[src/rtl/tdm_rx_pkg.sv]
// Shared types and constants for the TDM/I2S serial audio receiver.
package tdm_rx_pkg;

  typedef enum logic [1:0] {
    IDLE,
    DELAY,
    SHIFT,
    HOLD
  } state_e;

  localparam logic MODE_I2S = 1'b0;
  localparam logic MODE_LJ  = 1'b1;

  localparam int unsigned MAX_CHANNELS = 8;

endpackage

[src/rtl/bck_edge_det.sv]
// Rising-edge detector for the (already synchronised) bit clock.
module bck_edge_det (
  input  logic clk_i,
  input  logic rst_i,
  input  logic bck_i,
  output logic rise_o
);

  logic bck_q;
  logic bck_qq;

  always_ff @(posedge clk_i) begin
    if (rst_i) begin
      bck_q  <= 1'b0;
      bck_qq <= 1'b0;
    end else begin
      bck_q  <= bck_i;
      bck_qq <= bck_q;
    end
  end

  assign rise_o = bck_q & ~bck_qq;

endmodule

[src/rtl/tdm_receiver.sv]
// I2S / left-justified TDM receiver: deserialises CHANNELS slots per LRCK frame.
// Optional frame checking (frame_err_o) is built when TDM_FRAME_CHECK_EN is defined.
module tdm_receiver
  import tdm_rx_pkg::*;
#(
  parameter int unsigned CHANNELS = 2,
  parameter int unsigned SLOT_W   = 32,
  parameter int unsigned DATA_W   = 32
) (
  input  logic                        clk_i,
  input  logic                        rst_i,
  input  logic                        bck_i,
  input  logic                        lrck_i,
  input  logic                        sdata_i,
  input  logic                        mode_i,
  output logic [DATA_W-1:0]           data_o,
  output logic [$clog2(CHANNELS)-1:0] ch_o,
  output logic                        data_stb_o
`ifdef TDM_FRAME_CHECK_EN
  ,
  output logic                        frame_err_o
`endif
);

  localparam int unsigned CH_W  = $clog2(CHANNELS);
  localparam int unsigned BIT_W = $clog2(SLOT_W);
  localparam int unsigned HALF  = CHANNELS / 2;

  if (CHANNELS < 2 || CHANNELS > MAX_CHANNELS || (CHANNELS % 2) != 0 ||
      SLOT_W < 16 || SLOT_W > 32 || DATA_W < 1 || DATA_W > SLOT_W) begin : g_bad_params
    $error("tdm_receiver: unsupported CHANNELS/SLOT_W/DATA_W combination");
  end

  state_e            state_q, state_d;
  logic              lrck_q, lrck_d;
  logic              half_q, half_d;
  logic [BIT_W-1:0]  bit_cnt_q, bit_cnt_d;
  logic [CH_W-1:0]   slot_cnt_q, slot_cnt_d;
  logic [DATA_W-1:0] shreg_q, shreg_d;
  logic [DATA_W-1:0] data_q, data_d;
  logic [CH_W-1:0]   ch_q, ch_d;
  logic              stb_q, stb_d;

  logic              rise;
  logic              lrck_edge;
  logic              capture;
  logic [DATA_W-1:0] shift_word;

  bck_edge_det u_bck_edge_det (
    .clk_i  (clk_i),
    .rst_i  (rst_i),
    .bck_i  (bck_i),
    .rise_o (rise)
  );

  assign lrck_edge  = rise && (lrck_i != lrck_q);
  assign capture    = 32'(bit_cnt_q) < DATA_W;
  assign shift_word = DATA_W'({shreg_q, sdata_i});

  // Next-state: every LRCK edge restarts the half-frame, dropping any partial slot.
  always_comb begin
    state_d    = state_q;
    lrck_d     = lrck_q;
    half_d     = half_q;
    bit_cnt_d  = bit_cnt_q;
    slot_cnt_d = slot_cnt_q;
    shreg_d    = shreg_q;
    data_d     = data_q;
    ch_d       = ch_q;
    stb_d      = 1'b0;

    if (rise) begin
      lrck_d = lrck_i;
      if (lrck_edge) begin
        half_d     = lrck_i;
        slot_cnt_d = '0;
        if (mode_i == MODE_LJ) begin
          state_d   = SHIFT;
          shreg_d   = shift_word;
          bit_cnt_d = BIT_W'(1);
        end else begin
          state_d   = DELAY;
          bit_cnt_d = '0;
        end
      end else begin
        case (state_q)
          DELAY: begin
            state_d   = SHIFT;
            shreg_d   = shift_word;
            bit_cnt_d = BIT_W'(1);
          end
          SHIFT: begin
            if (capture) shreg_d = shift_word;
            if (bit_cnt_q == BIT_W'(SLOT_W - 1)) begin
              data_d    = capture ? shift_word : shreg_q;
              ch_d      = half_q ? (CH_W'(HALF) + slot_cnt_q) : slot_cnt_q;
              stb_d     = 1'b1;
              bit_cnt_d = '0;
              if (slot_cnt_q == CH_W'(HALF - 1)) begin
                state_d = HOLD;
              end else begin
                slot_cnt_d = slot_cnt_q + CH_W'(1);
              end
            end else begin
              bit_cnt_d = bit_cnt_q + BIT_W'(1);
            end
          end
          IDLE:    ;
          HOLD:    ;
          default: state_d = IDLE;
        endcase
      end
    end
  end

  always_ff @(posedge clk_i) begin
    if (rst_i) begin
      state_q    <= IDLE;
      lrck_q     <= 1'b0;
      half_q     <= 1'b0;
      bit_cnt_q  <= '0;
      slot_cnt_q <= '0;
      shreg_q    <= '0;
      data_q     <= '0;
      ch_q       <= '0;
      stb_q      <= 1'b0;
    end else begin
      state_q    <= state_d;
      lrck_q     <= lrck_d;
      half_q     <= half_d;
      bit_cnt_q  <= bit_cnt_d;
      slot_cnt_q <= slot_cnt_d;
      shreg_q    <= shreg_d;
      data_q     <= data_d;
      ch_q       <= ch_d;
      stb_q      <= stb_d;
    end
  end

  assign data_o     = data_q;
  assign ch_o       = ch_q;
  assign data_stb_o = stb_q;

`ifdef TDM_FRAME_CHECK_EN
  logic [1:0] hold_cnt_q, hold_cnt_d;
  logic       err_q, err_d;

  // Short half-frame: edge while mid-slot. Long: a second idle rise in HOLD.
  always_comb begin
    hold_cnt_d = hold_cnt_q;
    err_d      = 1'b0;
    if (lrck_edge) begin
      hold_cnt_d = '0;
      err_d      = (state_q == SHIFT);
    end else if (rise && state_q == HOLD) begin
      if (hold_cnt_q != 2'd2) hold_cnt_d = hold_cnt_q + 2'd1;
      err_d = (hold_cnt_q == 2'd1);
    end
  end

  always_ff @(posedge clk_i) begin
    if (rst_i) begin
      hold_cnt_q <= '0;
      err_q      <= 1'b0;
    end else begin
      hold_cnt_q <= hold_cnt_d;
      err_q      <= err_d;
    end
  end

  assign frame_err_o = err_q;
`endif

endmodule
[config.mk]
export PLATFORM = sky130hd
export DESIGN_NAME = tdm_receiver
export DESIGN_NICKNAME = d
export VERILOG_FILES = /design/src/rtl/tdm_rx_pkg.sv /design/src/rtl/bck_edge_det.sv /design/src/rtl/tdm_receiver.sv
export SDC_FILE = /design/constraint.sdc
export NUM_CORES = 1
export LEC_CHECK = 0
export ABC_AREA = 0
export CAP_MARGIN = 30
export CORE_UTILIZATION = 45
export CTS_BUF_LIST = sky130_fd_sc_hd__clkbuf_8
export CTS_CLUSTER_DIAMETER = 200
export CTS_CLUSTER_SIZE = 25
export DETAILED_ROUTE_END_ITERATION = 16
export GPL_TIMING_DRIVEN = 1
export PLACE_DENSITY = 0.72
export SYNTH_ARGS = -nofsm -noshare
export SYNTH_HDL_FRONTEND = slang
export SYNTH_HIERARCHICAL = 1
export SYNTH_SLANG_ARGS = --single-unit
export TNS_END_PERCENT = 10
[constraint.sdc]
create_clock -name clk_i -period 2.7 [get_ports clk_i]
set_input_delay 0.54 -clock clk_i [delete_from_list [all_inputs] [get_ports clk_i]]
set_output_delay 0.54 -clock clk_i [all_outputs]
set_load 0.05 [all_outputs]
==> out/results.txt, run 1 <==
For this run, the leading register cell type out of synthesis is sky130_fd_sc_hd__dfxtp_1. Entering global routing, the biggest net connects 57 pins. The aggregate global routing overflow is 0, and the area of the mapped netlist is 2920 µm². The remaining antenna violation count was 0; the peak supply drop was 292 µV. The number of cells on the critical path is 1. The initial core utilization is 46.3%, and the actual transition at the worst max-transition pin is 0.837 ns. The run gives 0 as the reported max-cap violation count.

Of all flip-flops after synthesis, the portion carrying an async set or reset was 0%. The clock-pin transition on the worst setup and hold timing paths is 0.07 ns. The flow ran to the end, and the final reports show no timing, DRC or antenna violations.

The cell depth of the worst min-delay path was 2; the die extent in x was 82.6 µm. The nature of the critical path startpoint is a flop. STA puts the critical path data required time at 2.16 ns. Number of flops mapped to enable cells by yosys: 0. The die covers 6820 µm². The data arrival time at the worst-slack endpoint was 1.51 ns.

For the relative max-transition margin, the log shows 44.2%. The number of violations reported at the end of detailed-routing iteration 0 is 107, and the maximum fanout along the worst path is 2. The root buffer cell chosen for the clock tree is sky130_fd_sc_hd__clkbuf_8.

Summing the sequential cell areas from Yosys gives 52.0% of the chip area. Timing would allow up to 488 MHz. After detailed routing, the number of remaining DRC violations is 0.

Walking the worst path, the cells encountered are clkdlybuf4s50_1. After synthesis, the mean cell area works out to 9.37 µm². The path class of the tightest hold or removal check is reg -> reg. The count of buffering cells on the critical path with inverters included came out at 1. Dividing the detail-routed wire length by the instance count gives 12.2 µm. Core footprint: 6310 µm². The final weighted congestion in routability-driven placement was 0.816. The completed layout was analyzed and its total power is 1.95 mW. The logs give 428 for the non-filler instance count after layout and 2125 for the via count of the routed design. In this run the number of H-tree levels came out at 3.

Across the whole layout, storage elements account for 1520 µm². The clock period minus final worst setup slack works out to 2.05 ns. The number of nets in the synthesized netlist is 322. In this run the deepest clock path goes through 2 buffers.

The run gives 6 as the total of warnings raised by yosys. In the final layout, the share of cells above drive strength 1 is 7.69%. Once detailed placement completed, the half-perimeter wirelength came to 3.38 mm.

The final critical path takes up 75.8% of the cycle. The number of rows in the core area is 29, and the number of instances in the synthesized netlist is 312. Across every metal layer, demand over resource in global routing totals 17.4%.

The startpoint identified for the worst register-to-register timing path is bit_cnt_q[0]. The via count of the first global-routing pass was 2026. The hold path startpoint was data_o[22]. The tools report the I/O pin count as 40. The floorplan die height was 82.6 µm. Hold repair after CTS inserted 0 buffers. Peak per-stage delay on the critical path: 0.82 ns. The beginning of the critical path is data_o[6].

Summed over all failing endpoints, the final setup total negative slack is 0 ns. The repair_antennas step left the layout with diodes totalling 0. In this run, synthesis produced a sequential element count of 76. The clock net in this run drives a total of 76 sinks. The setup clock skew after layout was 0.00474 ns; the distinct cell type count after synthesis was 32.

The worst register-to-register path has a depth of 8. The area of combinational cells with multiple inputs was 1280 µm²; the port buffer count was 39. Setup violations remaining at the end of the flow were counted as 0.

The critical-path cell with the highest stage delay is sky130_fd_sc_hd__clkdlybuf4s50_1. Setup repair after global routing left no endpoint under its margin. For this design the ratio of total power to cell area is 555 nW/µm². The tools report the endpoint kind of the worst setup timing path as an output port. The wire length reported by the detailed router came out at 5.23 mm. Clock tree synthesis inserted a total of 9 buffers. The area growth from synthesis to layout is 19.9%. The first detailed-routing pass ran for 4 iterations. Clock latency on the worst-skew pair, taken at its later pin, is 0.34 ns.

The run gives 0 as the total count of hold-check failures in the final report. Leaving out fill and tap cells, the most frequent cell in the layout is sky130_fd_sc_hd__dfxtp_1. The global-route wire length before repair came out at 8.83 mm. The tools report the post-cts repair resize count as 0. The critical path start-end classification is reg -> out. Reported leakage power: 1.19 nW.

TritonCTS built the clock tree. The post-CTS setup repair buffer count came out at 0. On the critical path the largest part of the delay comes from buffers and inverters. For this run, the post-layout net count is 358. Detail-routed via count per cell: 4.96. The filler cells instantiated in the layout total 589. The number of antenna violations at the first check in global routing came out at 0. Once placement completed, the tool counted placed cells totaling 414.

In the layout the commonest cells are sky130_fd_sc_hd__dfxtp_1, sky130_fd_sc_hd__nand2_1, sky130_fd_sc_hd__a21oi_1, sky130_fd_sc_hd__clkdlybuf4s50_1, sky130_fd_sc_hd__mux2i_1. The total count of max-transition violations in the final report came out at 0.
sequential cells by signal, summed over array words and instances (netlist names):
signal / cells
data_o: 32
shreg_q: 31
bit_cnt_q: 5
state_q: 2
ch_o: 1
data_stb_o: 1
half_q: 1
lrck_q: 1
u_bck_edge_det/bck_q: 1
u_bck_edge_det/bck_qq: 1
synthesized netlist by cell type (3+ instances only):
cell | instances | area, µm²
sky130_fd_sc_hd__clkbuf_1 | 10 | 37.5
sky130_fd_sc_hd__buf_6 | 5 | 56.3
sky130_fd_sc_hd__ha_1 | 4 | 50.1
sky130_fd_sc_hd__nand2b_1 | 32 | 200
sky130_fd_sc_hd__mux2i_1 | 34 | 340
sky130_fd_sc_hd__a21oi_1 | 38 | 190
sky130_fd_sc_hd__nor2b_1 | 3 | 18.8
sky130_fd_sc_hd__nor2_1 | 10 | 37.5
sky130_fd_sc_hd__dfxtp_1 | 76 | 1520
sky130_fd_sc_hd__nand2_1 | 71 | 267
path summary, 6_finish.rpt:
path                              endpoint  slack, ns
worst max-delay path             data_o[6]       0.65
worst min-delay path            data_o[22]       0.45
worst min register to register  data_o[22]       0.45
worst max register to register  data_o[16]       0.87
per-layer routing:
metal  vias to the layer above  track usage (%)  wire length [µm]
li1                       1095                -                 -
met1                       977             20.7              2530
met2                        40             28.3              2360
met3                        13             3.74               197
met4                         0             11.2               131
met5                         -                0                 0
kinds of logic after synthesis:
| logic type | synth area share, % |
|---|---|
| simple gates | 19.8 |
| flops | 52.0 |
| compound gates | 8.90 |
| mux | 11.6 |
| buf+inv | 4.45 |
| xor+xnor | 1.46 |
| fa+ha+maj | 1.71 |
where the power goes:
| part | total, mW | switching, mW | internal, mW | leakage, nW |
|---|---|---|---|---|
| sequential | 1.13 | 0.00612 | 1.13 | 0.613 |
| clock | 0.713 | 0.373 | 0.340 | 0.0890 |
| combinational | 0.100 | 0.0557 | 0.0447 | 0.488 |
| total | 1.95 | 0.435 | 1.51 | 1.19 |
cell type report:
cell class,count,share of cell area (%)
sequential,76,43.4
multi-input combinational,214,36.6
timing repair buffer,45,12.6
clock buffer,10,3.92
tap,77,2.75
clock inverter,4,0.535
inverter,2,0.214
stage by stage:
stage          utilization, %  instance area, µm²  hold slack [ns]  worst slack, ns
5_1_grt                  55.5                3510            0.474            0.570
3_5_place_dp             53.1                3350            0.446            0.367
2_1_floorplan               -                2920            0.429             1.05
4_1_cts                  55.5                3510            0.456            0.637
6_report                 55.5                3510            0.452            0.653
3_3_place_gp             53.1                3350            0.443            0.423
(Power assumes the default switching activity.)
==> run 2, diff against run 1 <==
clock period = 2.06 ns   (was 2.7 ns; I/O delays follow)
==> out/results.txt, run 2 (synthesized netlist as in run 1, its figures left out) <==
For the final core utilization, the log shows 58.2% (was 55.5%). Clock root buffer master: sky130_fd_sc_hd__clkbuf_8 (unchanged). The total count of max-transition violations in the final report came out at 0 (unchanged). Worst hold-check path type: in -> reg (was reg -> reg). Signed area change from the synthesized netlist to the final layout: 25.7% (was 19.9%).

I/O pin count: 40 (unchanged). The count of inserted antenna diode cells is 0 (unchanged). The most frequent standard cell in the layout excluding fill and tap cells is sky130_fd_sc_hd__dfxtp_1 (unchanged).

The port buffer count came out at 39 (unchanged). For the global-route wire length before repair, the log shows 9.00 mm (was 8.83 mm). The reported leakage power is 1.26 nW (was 1.19 nW), and the setup clock skew after layout is 0.00698 ns (was 0.00474 ns). The wire length reported by the detailed router came out at 5.36 mm (was 5.23 mm).

The logs give 0 (unchanged) for the remaining antenna violation count and 4 (unchanged) for the detailed-router iteration count before antenna repair. The count of buffering cells on the critical path with inverters included is 1 (unchanged). The critical-path cell with the highest stage delay is sky130_fd_sc_hd__clkdlybuf4s50_1 (unchanged). The run gives 18.0% (was 17.4%) as the overall routing resource usage. The peak per-stage delay on the critical path is 0.84 ns (was 0.82 ns).

The required time of the critical path is 1.65 ns (was 2.16 ns). The total count of hold-check failures in the final report came out at 0 (unchanged). The number of antenna violations at the first check in global routing was 0 (unchanged); the number of flip-flops under the largest register name was 32 (unchanged). Routed wire length per instance: 12.4 µm (was 12.2 µm). The logs give 3 (unchanged) for the H-tree depth reported by CTS and 2140 (was 2125) for the via count of the routed design.

Maximum fanout along the worst path: 2 (unchanged). The run gives 0.117 ns (was 0.653 ns) as the final worst-path setup slack. Floorplan die height: 82.6 µm (unchanged). Reported max-cap violation count: 0 (unchanged). For the core footprint, the log shows 6310 µm² (unchanged). Final worst-path cycle share: 94.3%. The initial core utilization is 46.3% (unchanged), and the die extent in x is 82.6 µm (unchanged). The clock latency on the worst-skew pair is 0.35 ns (was 0.34 ns).

The actual transition at the worst max-transition pin was 0.537 ns (was 0.837 ns). Maximum root-to-sink buffer count: 2 (unchanged). Fraction of final layout cells sized beyond drive strength 1: 9.52% (was 7.69%). The number of nets in the layout came out at 362 (was 358). The worst path in the final design needs a cycle of 1.94 ns, including I/O delays and setup. The final setup violation count was 0 (unchanged); the via count of the first global-routing pass was 1952 (was 2026).

The post-cts repair resize count was 0 (unchanged). Setup repair after global routing left no endpoint under its margin. The pin count of the biggest net entering global routing was 47 (was 57); the number of rows in the core area was 29 (unchanged). The tools report the hold buffer count at cts as 0 (unchanged).

The power density over cell area came out at 819 nW/µm² (was 555 nW/µm²). Family of cells with the greatest summed delay on the critical path: buffers and inverters (unchanged). Cell chain of the critical path: clkdlybuf4s50_1 (unchanged). The endpoint kind of the worst setup timing path is an output port (unchanged). The area enclosed by the die boundary is 6820 µm² (unchanged). Detail-routed via count per cell: 4.93 (was 4.96). Critical path start-end classification: reg -> out (unchanged).

Cell depth of the worst min-delay path: 2 (unchanged). The number of violations reported at the end of detailed-routing iteration 0 was 104 (was 107); the fmax was 515 MHz. The number of clock buffers inserted by TritonCTS is 9 (unchanged), and the clock-pin transition on the worst setup and hold timing paths is 0.08 ns (was 0.07 ns). The placed wire-length estimate after detailed placement is 3.50 mm (was 3.38 mm), and the peak supply drop is 643 µV (was 292 µV).

Data arrival time at the worst-slack endpoint: 1.53 ns (was 1.51 ns). The run gives -0.0328 ns (was 0.367 ns) as the worst setup slack after placement. The tools report the detailed-route DRC error count as 0 (unchanged).

Commonest non-fill, non-tap cells in the layout: sky130_fd_sc_hd__dfxtp_1, sky130_fd_sc_hd__nand2_1, sky130_fd_sc_hd__a21oi_1, sky130_fd_sc_hd__clkdlybuf4s50_1, sky130_fd_sc_hd__mux2i_1 (unchanged). The tools report the relative max-transition margin as 64.1% (was 44.2%). The logs give 0.837 (was 0.816) for the final weighted congestion in routability-driven placement and 0 (unchanged) for the post-CTS setup repair buffer count. Clock sink count: 76 (unchanged).

The tools report the nature of the critical path startpoint as a flop (unchanged). The flow ran to the end, and the final reports show no timing, DRC or antenna violations. TritonCTS built the clock tree. The aggregate global routing overflow was 0 (unchanged). The number of cells on the critical path came out at 1 (unchanged).

Number of cell instances on the worst register-to-register path: 8 (unchanged).
==> run 2: cell types whose count changed in the layout (fill, tap and decap cells not counted), sizes merged <==
cell,before,now
inv,3,4
clkinv,3,2
bufinv,0,3
clkbuf,10,9
buf,7,11
==> run 2: power by group <==
part | switching, mW | total (mW) | internal [mW]
logic | 0.0743 | 0.144 | 0.0694
registers | 0.00784 | 1.48 | 1.48
clock network | 0.568 | 1.38 | 0.813
total | 0.651 | 3.01 | 2.36
==> run 2: final cells by class <==
type	count	area, µm²
Timing Repair Buffer	49	523
Clock buffer	9	124
Sequential cell	76	1520
Fill cell	563	2640
Inverter	2	7.51
Clock inverter	7	121
Tap cell	77	96.3
Multi-Input combinational cell	214	1280
==> run 2: per-layer routing <==
layer / vias to the layer above / wire length (µm) / global-route usage (%)
met3: 6 / 262 / 6.26
li1: 1109 / - / -
met4: 0 / 75 / 8.28
met1: 985 / 2560 / 21.6
met5: - / 0 / 0
met2: 40 / 2470 / 28.8
==> run 2: worst paths after layout <==
kind	from	endpoint	slack, ns
max reg2reg	bit_cnt_q[0]	data_o[6]	0.29
min reg2reg	data_o[13]	data_o[13]	0.45
max	ch_o	ch_o	0.12
min	rst_i	state_q[0]	0.44
==> run 2: metrics by stage <==
step / power [mW] / std cells / setup TNS, ns / cell area, µm² / hold slack [ns]
5_1_grt: 3.12 / 434 / 0 / 3680 / 0.444
3_5_place_dp: 1.66 / 418 / -0.339 / 3430 / 0.446
3_3_place_gp: 1.66 / 418 / 0 / 3430 / 0.441
6_report: 3.01 / 434 / 0 / 3680 / 0.439
4_1_cts: 3.04 / 434 / 0 / 3680 / 0.429
2_1_floorplan: 1.62 / 312 / 0 / 2920 / 0.429
